`src/rtl/uart_rx.sv`:
```
// 8N1 UART receiver: two-flop synchronised input, start bit validated at mid-bit, data and stop sampled at bit centres.
// Latency ~4 + HALF + 9*CLOCKS_PER_BIT clocks from start edge to data_valid; no backpressure, outputs are single-cycle pulses.
module uart_rx #(
    parameter int CLOCKS_PER_BIT = 217
) (
    input  logic       clock,
    input  logic       reset,
    input  logic       serial_in,
    output logic [7:0] data_out,
    output logic       data_valid,
    output logic       receiving,
    output logic       framing_error
);

    localparam int            CW   = (CLOCKS_PER_BIT > 1) ? $clog2(CLOCKS_PER_BIT) : 1;
    localparam logic [CW-1:0] HALF = CW'((CLOCKS_PER_BIT - 1) / 2);
    localparam logic [CW-1:0] LAST = CW'(CLOCKS_PER_BIT - 1);

    typedef enum logic [2:0] {
        S_IDLE,
        S_START,
        S_DATA,
        S_STOP,
        S_WAIT_HIGH
    } state_t;

    state_t        state_q, state_d;
    logic [CW-1:0] cnt_q, cnt_d;
    logic [2:0]    idx_q, idx_d;
    logic [7:0]    shift_q, shift_d;
    logic [7:0]    data_q, data_d;
    logic          valid_q, valid_d;
    logic          ferr_q, ferr_d;
    logic          sync1_q, sync2_q;
    logic          rx_s;

    // Synchroniser flops reset high so the idle line is not mistaken for a start bit.
    always_ff @(posedge clock or negedge reset) begin
        if (!reset) begin
            sync1_q <= 1'b1;
            sync2_q <= 1'b1;
        end else begin
            sync1_q <= serial_in;
            sync2_q <= sync1_q;
        end
    end

    assign rx_s = sync2_q;

    always_ff @(posedge clock or negedge reset) begin
        if (!reset) begin
            state_q <= S_IDLE;
            cnt_q   <= '0;
            idx_q   <= '0;
            shift_q <= '0;
            data_q  <= '0;
            valid_q <= 1'b0;
            ferr_q  <= 1'b0;
        end else begin
            state_q <= state_d;
            cnt_q   <= cnt_d;
            idx_q   <= idx_d;
            shift_q <= shift_d;
            data_q  <= data_d;
            valid_q <= valid_d;
            ferr_q  <= ferr_d;
        end
    end

    always_comb begin
        state_d = state_q;
        cnt_d   = cnt_q;
        idx_d   = idx_q;
        shift_d = shift_q;
        data_d  = data_q;
        valid_d = 1'b0;
        ferr_d  = 1'b0;

        case (state_q)
            S_IDLE: begin
                cnt_d = '0;
                if (!rx_s) begin
                    state_d = S_START;
                end
            end

            S_START: begin
                if (cnt_q == HALF) begin
                    cnt_d = '0;
                    idx_d = '0;
                    // A line that is high again at mid-start was a glitch.
                    state_d = rx_s ? S_IDLE : S_DATA;
                end else begin
                    cnt_d = cnt_q + 1'b1;
                end
            end

            S_DATA: begin
                if (cnt_q == LAST) begin
                    cnt_d          = '0;
                    shift_d[idx_q] = rx_s;
                    if (idx_q == 3'd7) begin
                        state_d = S_STOP;
                    end else begin
                        idx_d = idx_q + 1'b1;
                    end
                end else begin
                    cnt_d = cnt_q + 1'b1;
                end
            end

            S_STOP: begin
                if (cnt_q == LAST) begin
                    cnt_d = '0;
                    if (rx_s) begin
                        data_d  = shift_q;
                        valid_d = 1'b1;
                        state_d = S_IDLE;
                    end else begin
                        ferr_d  = 1'b1;
                        state_d = S_WAIT_HIGH;
                    end
                end else begin
                    cnt_d = cnt_q + 1'b1;
                end
            end

            S_WAIT_HIGH: begin
                // Hold off until a break condition ends, so a long low is not seen as new frames.
                if (rx_s) begin
                    state_d = S_IDLE;
                end
            end

            default: begin
                state_d = S_IDLE;
            end
        endcase
    end

    assign data_out      = data_q;
    assign data_valid    = valid_q;
    assign framing_error = ferr_q;
    assign receiving     = (state_q == S_START) || (state_q == S_DATA) || (state_q == S_STOP);

endmodule

```
`config.mk`:
```
export PLATFORM = sky130hd
export DESIGN_NAME = uart_rx
export DESIGN_NICKNAME = d
export VERILOG_FILES = /design/src/rtl/uart_rx.sv
export SDC_FILE = /design/constraint.sdc
export NUM_CORES = 1
export LEC_CHECK = 0
export BUFFER_PORTS_ARGS = -buffer_cell sky130_fd_sc_hd__buf_4
export CAP_MARGIN = 0
export CORE_MARGIN = 2
export CORE_UTILIZATION = 45
export DETAILED_ROUTE_END_ITERATION = 12
export GPL_ROUTABILITY_DRIVEN = 0
export PLACE_DENSITY_LB_ADDON = 0.25
export SLEW_MARGIN = 10
export SYNTH_ARGS = -nofsm -noshare
export SYNTH_HDL_FRONTEND = slang
export SYNTH_SLANG_ARGS = --single-unit
```
`constraint.sdc`:
```
create_clock -name clock -period 3.4 [get_ports clock]
set_input_delay 0.68 -clock clock [delete_from_list [all_inputs] [get_ports clock]]
set_output_delay 0.68 -clock clock [all_outputs]
set_load 0.05 [all_outputs]
```
# [Word-level counts from Yosys, hierarchy flattened]
# Index checks and enable logic that the tools add are counted.
# W data, S select, Z words.
[word_totals] reg_bits=34 in_bits=3 elab_cells=63
[op_classes] addsub=2 order_cmp=2 eq_ne=14 mux=25 n_reduce_logical=11
[ops] operator="$mux W3" count=10
[ops] operator="$pmux W8 S3" count=1
[ops] operator="$mux W8" count=2
[ops] operator="$pmux W3 S5" count=1
[ops] operator="$ne A2 B2 Y1 const B" count=7
[ops] operator="$add A8 B1 Y8 const B" count=1
[ops] operator="$bwmux W8" count=1
[ops] operator="$eq A8 B7 Y1 const B" count=1
[ops] operator="$eq A8 B8 Y1 const B" count=1
[ops] operator="$mux W1" count=7
[ops] operator="$eq A3 B2 Y1 const B" count=2
[ops] operator="$eq A3 B3 Y1 const B" count=2
[ops] operator="$pmux W3 S2" count=1
[ops] operator="$reduce_and A6 Y1" count=1
[ops] operator="$lt A3 B4 Y1 const B" count=1
[ops] operator="$reduce_and A4 Y1" count=1
[ops] operator="$add A3 B1 Y3 const B" count=1
[ops] operator="$demux W1 S3" count=1
[ops] operator="$eq A3 B1 Y1 const B" count=1
[ops] operator="$ge A3 B1 Y1 const B" count=1
[ops] operator="$logic_not A3 Y1" count=1
[ops] operator="$reduce_and A3 Y1" count=1
[ops] operator="$reduce_bool A3 Y1" count=1
[ops] operator="$logic_or A1 B1 Y1" count=2
[ops] operator="other kinds (5)" count=5

# [Depth between registers and ports, before layout]
# Gate-level depths: netlist of the first run.
[depth] depth_word=5 depth_mapped=7

# [Worst setup path after synthesis of the first run]
# Ideal clock, no wire load.
[synth_timing] path_kind="register -> output" start="reg state_q[2]" end="out receiving" t_arrival_ps=1313 required_time_ps=2720 slack_ps=1407 path_stages_with_launch=3 path_buffers=1 path_cell_list="dfrtp_1 > clkbuf_1 > nor2_1"
[synth_via] elab_chain_len=3 elab_cells_between_ends=5 cone_classes="eq/ne: 3; reduce/logical: 2"
[synth_rtl] item="start, declared" line_no="27" text="state_t state_q, state_d;"
[synth_rtl] item="start signal, assigned" line_no="60" text="state_q <= state_d;"
[synth_rtl] item="$eq A3 B1 Y1 / $eq A3 B2 Y1 (equally long branches)" line_no="144" text="assign receiving = (state_q == S_START) || (state_q == S_DATA) || (state_q == S_STOP);"
[synth_rtl] item="$logic_or A1 B1 Y1" line_no="144"
[synth_rtl] item="$logic_or A1 B1 Y1 (*)" line_no="144"
[synth_rtl] item="end, declared" line_no="11" text="output logic receiving,"
# Mark *: on every way between the ends. The rest lies on a longest branch, timed or not.

# [Worst setup path after layout of the first run]
[layout_timing] start="reg state_q[0]" end="out receiving"
# Same word-level chain as after synthesis.

==> impl_metrics.toml, run 1 <==
[status]
status = "completed"

[cells_and_area]
final_util_pct = 52.19
final_layout_size_suffix_gt1_share_pct = 31.61
fin_nets = 161
area_growth_pct = 12.32
n_antenna_cell = 0

[synth]
netlist_top_cells_count = "32 x dfrtp_1, 19 x mux2_2, 10 x nor2_1"
ys_types = 41
yosysSeqAreaShare_pct = 50.93
yosysMostFrequentCell = "dfrtp_1"
synth_edf_count = 0
ys_seq_elements = 34
synth_flop_cell = "dfrtp_1"
synth_top_area_share_pct = 47.80
syn_inst = 141
yosysWarnings = 0
async_flop_share_pct = 100.0
synth_top_cell_by_area = "dfrtp_1"
synth.avg_cell_area_um2 = 11.88
synthesis.area_um2 = 1675
synth_nets = 148
synth_area_leaders = "dfrtp_1 48%, mux2_2 13%, dfstp_2 3.1%"

[setup_path]
r2r_start = "cnt_q[0]"
crit_required_ps = 2720
cp.arrival_ps = 1340
worstSetupEndpointType = "output port"
crit_family = "flip-flops"
r2r_slack_ps = 1500
start_kind = "flip-flop"
slowest_stage = "dfrtp_1"
path_class = "reg2out"
reg2reg_to = "shift_q[1]"
critPathMaxStageDelay_ps = 610
worst-path-buf-inv = 1
r2r_cells = 6
crit_fanout = 11
cp_common_cell = "nor2_1"
cp_cell_sequence = "nor2_1, nor2_1, buf_4"

[floorplan]
die_area_um2 = 4227
core_um2 = 3606
initial_core_util_pct = 46.46
die_w_um = 65.02
num_rows = 22
ios = 14
die_h_um = 65.02

[placed_design]
io_buffers = 13
hpwl_mm = 2.081

[timing]
hold_viol_final = 0
setup_viol = 0
grt_setup_unrepaired = "no"
fmax_mhz = 496.0
slew_violations = 0
worstMarginPinSlew_ps = 551.6
fin_crit_sh_pct = 59.30
maxSlewHeadroom_pct = 63.23
skew_ps = 4.639
finalSetupTns_ps = 0
min_period_ps = 2016

[route]
drcViolationCount = 0
viasPerCell = 5.571
ant_nets = 0
first_iter_violations = 52
first_pass_iters = 4
wire_per_inst_um = 14.80
wl_mm = 3.005
vias = 1131

[clocking]
cts_num_sinks = 34
postCtsHoldBufs = 0
numCtsBuffers = 5
clkSlewWorstSetupHoldPaths_ps = 70
cts_root_buffer = "clkbuf_8"
post_cts_buffers = 0
insertion_delay_ps = 290
cts_resized = 0
cts_max_level = 2
clockBufferDepth = 2
cts_tree = "yes"

[power]
power_w = 0.0007287
p_per_area_nw_per_um2 = 387.2
power.leakage_nw = 0.8722
peakVddDrop_mv = 0.3313

[global_routing]
grt_pass1_vias = 1120
grt_usage_pct = 16.38
grt_overflow = 0
grt_pass1_wl_mm = 5.209
grt_max_degree = 35
antenna_found_initial = 0

[flow_run]
maxCapViolCount = 0

[worst_hold_path]
min_path_type = "in2async"
[worst reg2reg max path, cell delays in order (launching register included)]
cell     delay [ps]
dfrtp_1         390
inv_1            90
ha_1            140
and3_1          370
nand3_4         140
nor4b_1         300
mux2_2          370
[worst max-delay path by stage]
stage                     slack, ps        from    endpoint  cells after the start
final                          1380  state_q[0]   receiving                      3
after global routing           1320  state_q[0]   receiving                      3
after CTS                      1380  state_q[0]   receiving                      3
after detailed placement       1500    cnt_q[0]  shift_q[2]                      6
after global placement         1570    cnt_q[0]  shift_q[2]                      6
after floorplan                1410  state_q[2]   receiving                      2
[layout make-up]
type                    count  area, um2
repair buffers             13      97.59
clock buffers               7      86.33
fillers                   330       1724
well taps                  48      60.06
flip-flops and latches     34      853.3
clock inverters             1      5.005
multi-input cells          97      768.2
inverters                   3      11.26
[stage by stage]
step                instances  worst slack [ps]  hold WS [ps]  instance area (um2)
floorplan                 141              1407         345.2                 1675
global placement          195              1573         350.1                 1790
detailed placement        195              1495         347.9                 1790
CTS                       203              1379         339.8                 1882
global route              203              1321         352.1                 1882
finish                    203              1384         324.0                 1882
[kinds of logic after synthesis]
logic type	after synthesis	synth area share, %
flops	34	50.93
compound gates	16	6.945
buf+inv	10	3.211
xor+xnor	2	1.046
mux	19	12.77
simple gates	56	22.11
fa+ha+maj	4	2.987
[cell usage in the layout, fill, tap and decap left out, types with 3 or more instances in the layout]
master	n
nor3_1	8
and3_1	5
mux2_2	19
clkbuf_8	6
nand3_1	4
nand4_1	4
dfrtp_1	32
buf_4	13
nor2_1	10
inv_1	3
a22o_1	6
ha_1	4
nand2_1	5
a21oi_1	4
[per-layer routing]
metal | track usage (%) | vias up | wire [um]
met4 | 7.031 | 0 | 57
met3 | 4.340 | 5 | 123
li1 | - | 541 | -
met5 | 0 | - | 0
met2 | 26.42 | 25 | 1463
met1 | 20.81 | 560 | 1361
[flip-flops by register name (all words and copies together), names as in the netlist]
| name | cells |
|---|---|
| shift_q | 8 |
| state_q | 3 |
| sync1_q | 1 |
| framing_error | 1 |
| idx_q | 3 |
| rx_s | 1 |
| cnt_q | 8 |
| data_out | 8 |
| data_valid | 1 |
[power breakdown]
group	internal, W	switching [W]	leakage [nW]
clock network	0.000163	0.000147	0.0482
logic	0.00000172	0.00000757	0.371
registers	0.000407	0.00000258	0.453
total	0.000572	0.000157	0.872
Power figures use the tool's default switching activity.
==> inputs of run 2 (changes only) <==
==> constraint.sdc (replaced) <==
create_clock -name clock -period 1.97 [get_ports clock]
set_input_delay 0.394 -clock clock [delete_from_list [all_inputs] [get_ports clock]]
set_output_delay 0.394 -clock clock [all_outputs]
set_load 0.05 [all_outputs]
==> run 2 against run 1 <==
- via count is 0.62% lower
- sequential cell count stayed put
- core utilization is 0.56 points higher
- largest power group unchanged
- clock skew is 1.1 ps higher
- critical path type is now reg2reg
- combinational power is 69% higher
- clock power is 70% higher
- hold slack worse by 280 ps
- clock-buffer cell count is 1 lower
==> impl_metrics.toml, run 2 (synthesized netlist as in run 1, its figures left out) <==
[setup_path]
path_class = "reg2reg"
crit_fanout = 9
start_kind = "flip-flop"
reg2reg_to = "shift_q[1]"
cp.arrival_ps = 1990
crit_path_start = "cnt_q[0]"
r2r_cells = 6
r2r_slack_ps = 150
r2r_start = "cnt_q[0]"
worstSetupEndpointType = "flip-flop"
crit_required_ps = 2140

[floorplan]
ios = 14
die_area_um2 = 4227
initial_core_util_pct = 46.46
core_um2 = 3606
num_rows = 22
die_h_um = 65.02
die_w_um = 65.02

[timing]
finalSetupTns_ps = 0
slew_violations = 0
maxSlewHeadroom_pct = 64.14
fmax_mhz = 549.6
fin_crit_sh_pct = 92.36
hold_viol_final = 0
skew_ps = 5.785
min_period_ps = 1820
worstMarginPinSlew_ps = 533.8
setup_viol = 0
grt_setup_unrepaired = "no"

[route]
ant_nets = 0
first_pass_iters = 4
viasPerCell = 5.483
vias = 1124
first_iter_violations = 31
wl_mm = 2.937
wire_per_inst_um = 14.33
drcViolationCount = 0

[clocking]
postCtsHoldBufs = 0
numCtsBuffers = 5
insertion_delay_ps = 280
cts_max_level = 2
clkSlewWorstSetupHoldPaths_ps = 70
cts_tree = "yes"
cts_root_buffer = "clkbuf_8"
clockBufferDepth = 2
cts_num_sinks = 34

[placed_design]
dpl_cell_area_um2 = 1805
hpwl_mm = 2.122
io_buffers = 13
dp.cells = 197

[cells_and_area]
n_antenna_cell = 0
fin_nets = 163
final_layout_size_suffix_gt1_share_pct = 33.76
area_growth_pct = 13.52
final_util_pct = 52.74
fillers = 322
fin_cells = 205
finalInstanceArea_um2 = 1902
final_common_cell = "dfrtp_1"
layout_common_cells = "32 x dfrtp_1, 19 x mux2_2, 15 x buf_4"

[global_routing]
grt_max_degree = 35
grt_usage_pct = 16.31
grt_overflow = 0
grt_pass1_wl_mm = 5.271
grt_pass1_vias = 1153
antenna_found_initial = 0

[worst_hold_path]
min_path_type = "in2async"

[power]
power.leakage_nw = 0.8803
power_w = 0.001248
p_switching_w = 0.0002624
p_clk_share_pct = 42.1
power.share.sequential_pct = 56.6
p_per_area_nw_per_um2 = 656.1
peakVddDrop_mv = 0.3700
internal-power_w = 0.0009854
swShare_pct = 21.03
combPwrFrac_pct = 1.3

[flow_run]
maxCapViolCount = 0

[status]
status = "completed"
==> run 2: worst max path at each step <==
stage                  to  slack [ps]  depth (start not counted)
5_1_grt        shift_q[1]          40                          6
3_3_place_gp   shift_q[2]         140                          6
4_1_cts        shift_q[2]          40                          6
6_report       shift_q[1]         150                          6
3_5_place_dp   shift_q[2]          40                          6
2_1_floorplan   receiving         260                          2
==> run 2: power groups by stage <==
stage	Clock [W]	Combinational, W	Sequential, W
after floorplan	0	0.00000272	0.000717
after CTS	0.000544	0.0000173	0.000706
after global routing	0.000572	0.0000190	0.000707
after detailed placement	0	0.0000174	0.000720
after global placement	0	0.0000168	0.000720
final	0.000526	0.0000157	0.000706
==> run 2: what timing repair did <==
action                                  4_1_cts  5_1_grt
endpoints found under the setup margin        0        9
setup buffers                                 0        0
gates resized for setup                       0        1
==> run 2: cell type report <==
type,count,area [um2],area share (%)
clock inverter,2,12.51,0.6579
sequential,34,853.3,44.87
multi-input combinational,97,769.5,40.46
inverter,3,11.26,0.5921
timing repair buffer,15,112.6,5.921
clock buffer,6,82.58,4.342
tap,48,60.06,3.158
==> run 2: layer usage <==
layer	GRT usage [%]	wire (um)	up-vias
met5	0	0	-
met4	8.073	38	0
met3	3.819	93	4
met2	25.39	1466	15
met1	21.38	1338	562
li1	-	-	543
==> run 2: worst max-delay path, stage by stage (launching register included) <==
cell and delay (ps):
dfrtp_1 390, inv_1 90, ha_1 150, and3_2 300, nand3_4 110, nor4b_1 290, mux2_2 370
==> run 2: through the flow <==
step	hold WS (ps)	worst slack, ps
4_1_cts	52.59	40.27
3_5_place_dp	350.8	43.74
2_1_floorplan	98.41	262.9
5_1_grt	63.84	39.65
3_3_place_gp	350.0	141.7
6_report	40.69	150.5
==> inputs of run 3 (changes only) <==
--- a/config.mk
+++ b/config.mk
@@ -11,6 +11,7 @@
 export CORE_UTILIZATION = 45
 export DETAILED_ROUTE_END_ITERATION = 12
 export GPL_ROUTABILITY_DRIVEN = 0
+export MAX_ROUTING_LAYER = met4
 export PLACE_DENSITY_LB_ADDON = 0.25
 export SLEW_MARGIN = 10
 export SYNTH_ARGS = -nofsm -noshare
==> constraint.sdc (replaced) <==
create_clock -name clock -period 1.97 [get_ports clock]
set_input_delay 0.394 -clock clock [delete_from_list [all_inputs] [get_ports clock]]
set_output_delay 0.394 -clock clock [all_outputs]
set_load 0.01 [all_outputs]
==> run 3 against run 2 <==
- hold slack improved by 0.69 ps
- critical path depth unchanged
- die area did not move
- critical endpoint unchanged
==> impl_metrics.toml, run 3 (synthesized netlist as in run 1, its figures left out) <==
[status]
status = "completed"

[cells_and_area]
final_layout_size_suffix_gt1_share_pct = 33.76
layout_common_cells = "32 x dfrtp_1, 19 x mux2_2, 15 x buf_4"
n_antenna_cell = 0
area_growth_pct = 13.52
final_common_cell = "dfrtp_1"
finalInstanceArea_um2 = 1902
fin_nets = 163

[clocking]
post_cts_buffers = 0
numCtsBuffers = 5
insertion_delay_ps = 280
cts_num_sinks = 34
cts_tree = "yes"
cts_max_level = 2
clkSlewWorstSetupHoldPaths_ps = 70
clockBufferDepth = 2
cts_root_buffer = "clkbuf_8"

[placed_design]
dp_slack_ps = 43.74
dpl_cell_area_um2 = 1805
hpwl_mm = 2.122
io_buffers = 13

[route]
first_pass_iters = 6
wl_mm = 2.933
wire_per_inst_um = 14.31
vias = 1116
first_iter_violations = 43
viasPerCell = 5.444
ant_nets = 0
drcViolationCount = 0

[floorplan]
num_rows = 22
ios = 14
die_w_um = 65.02
initial_core_util_pct = 46.46
die_area_um2 = 4227
core_um2 = 3606
die_h_um = 65.02

[power]
p_per_area_nw_per_um2 = 655.9
combPwrFrac_pct = 1.3
p_clk_share_pct = 42.1
p_switching_w = 0.0002621
internal-power_w = 0.0009854
peakVddDrop_mv = 0.3700
power.share.sequential_pct = 56.6
power.leakage_nw = 0.8803
swShare_pct = 21.01

[global_routing]
grt_pass1_wl_mm = 5.285
grt_max_degree = 35
grt_usage_pct = 16.83
grt_overflow = 0
antenna_found_initial = 0
grt_pass1_vias = 1149

[setup_path]
path_class = "reg2reg"
worstSetupEndpointType = "flip-flop"
reg2reg_to = "shift_q[1]"
cp.arrival_ps = 1990
start_kind = "flip-flop"
crit_required_ps = 2140
r2r_start = "cnt_q[0]"
crit_fanout = 9
r2r_cells = 6
r2r_slack_ps = 150

[timing]
finalSetupTns_ps = 0
setup_viol = 0
skew_ps = 5.663
grt_setup_unrepaired = "no"
timing.hold.ws_ps = 41.38
maxSlewHeadroom_pct = 64.38
worstMarginPinSlew_ps = 530.2
slew_violations = 0
fin_crit_sh_pct = 92.17
hold_viol_final = 0
fin_ws_ps = 154.3
min_period_ps = 1816
fmax_mhz = 550.8

[flow_run]
maxCapViolCount = 0

[worst_hold_path]
min_path_type = "in2async"
## run 3: cell counts in the layout (fill, tap and decap cells not counted)
Identical to the previous run, type by type.
## run 3: metrics by stage
stage / total power, W / utilization, % / instances
final: 0.001247 / 52.74 / 205
after global routing: 0.001302 / 52.74 / 205
after CTS: 0.001268 / 52.71 / 205
after detailed placement: 0.0007372 / 50.07 / 197
after global placement: 0.0007363 / 50.07 / 197
after floorplan: 0.0007192 / - / 141
## run 3: routing by layer
metal	GRT usage [%]	routed length (um)
met5	-	0
met4	8.073	38
met3	3.819	91
met2	25.39	1468
met1	21.61	1334
## run 3: worst max-delay path by stage
| stage | start | endpoint | slack, ps | cells past startpoint |
|---|---|---|---|---|
| final | cnt_q[0] | shift_q[1] | 150 | 6 |
| after global routing | cnt_q[0] | shift_q[1] | 30 | 6 |
| after CTS | cnt_q[0] | shift_q[2] | 40 | 6 |
| after detailed placement | cnt_q[0] | shift_q[2] | 40 | 6 |
| after global placement | cnt_q[0] | shift_q[2] | 140 | 6 |
| after floorplan | cnt_q[0] | shift_q[2] | 310 | 7 |
## run 3: final cells by class
| type | instances | area, um2 |
|---|---|---|
| inverters | 3 | 11.26 |
| repair buffers | 15 | 112.6 |
| clock inverters | 2 | 12.51 |
| multi-input cells | 97 | 769.5 |
| clock buffers | 6 | 82.58 |
| fillers | 322 | 1704 |
| flip-flops and latches | 34 | 853.3 |
| well taps | 48 | 60.06 |
## run 3: critical path, stage by stage (launching register included)
cell and delay (ps):
dfrtp_1 390, inv_1 90, ha_1 150, and3_2 300, nand3_4 110, nor4b_1 290
mux2_2 370
## run 3: timing repair
item                                    CTS  global route
hold buffers                              0             0
endpoints found under the setup margin    0            12
resized for setup                         0             1
## run 3: power groups by stage
stage	sequential [W]	clock (W)	combinational [W]
6_report	0.000706	0.000525	0.0000157
5_1_grt	0.000707	0.000577	0.0000190
4_1_cts	0.000706	0.000544	0.0000173
3_5_place_dp	0.000720	0	0.0000174
3_3_place_gp	0.000720	0	0.0000168
2_1_floorplan	0.000717	0	0.00000272
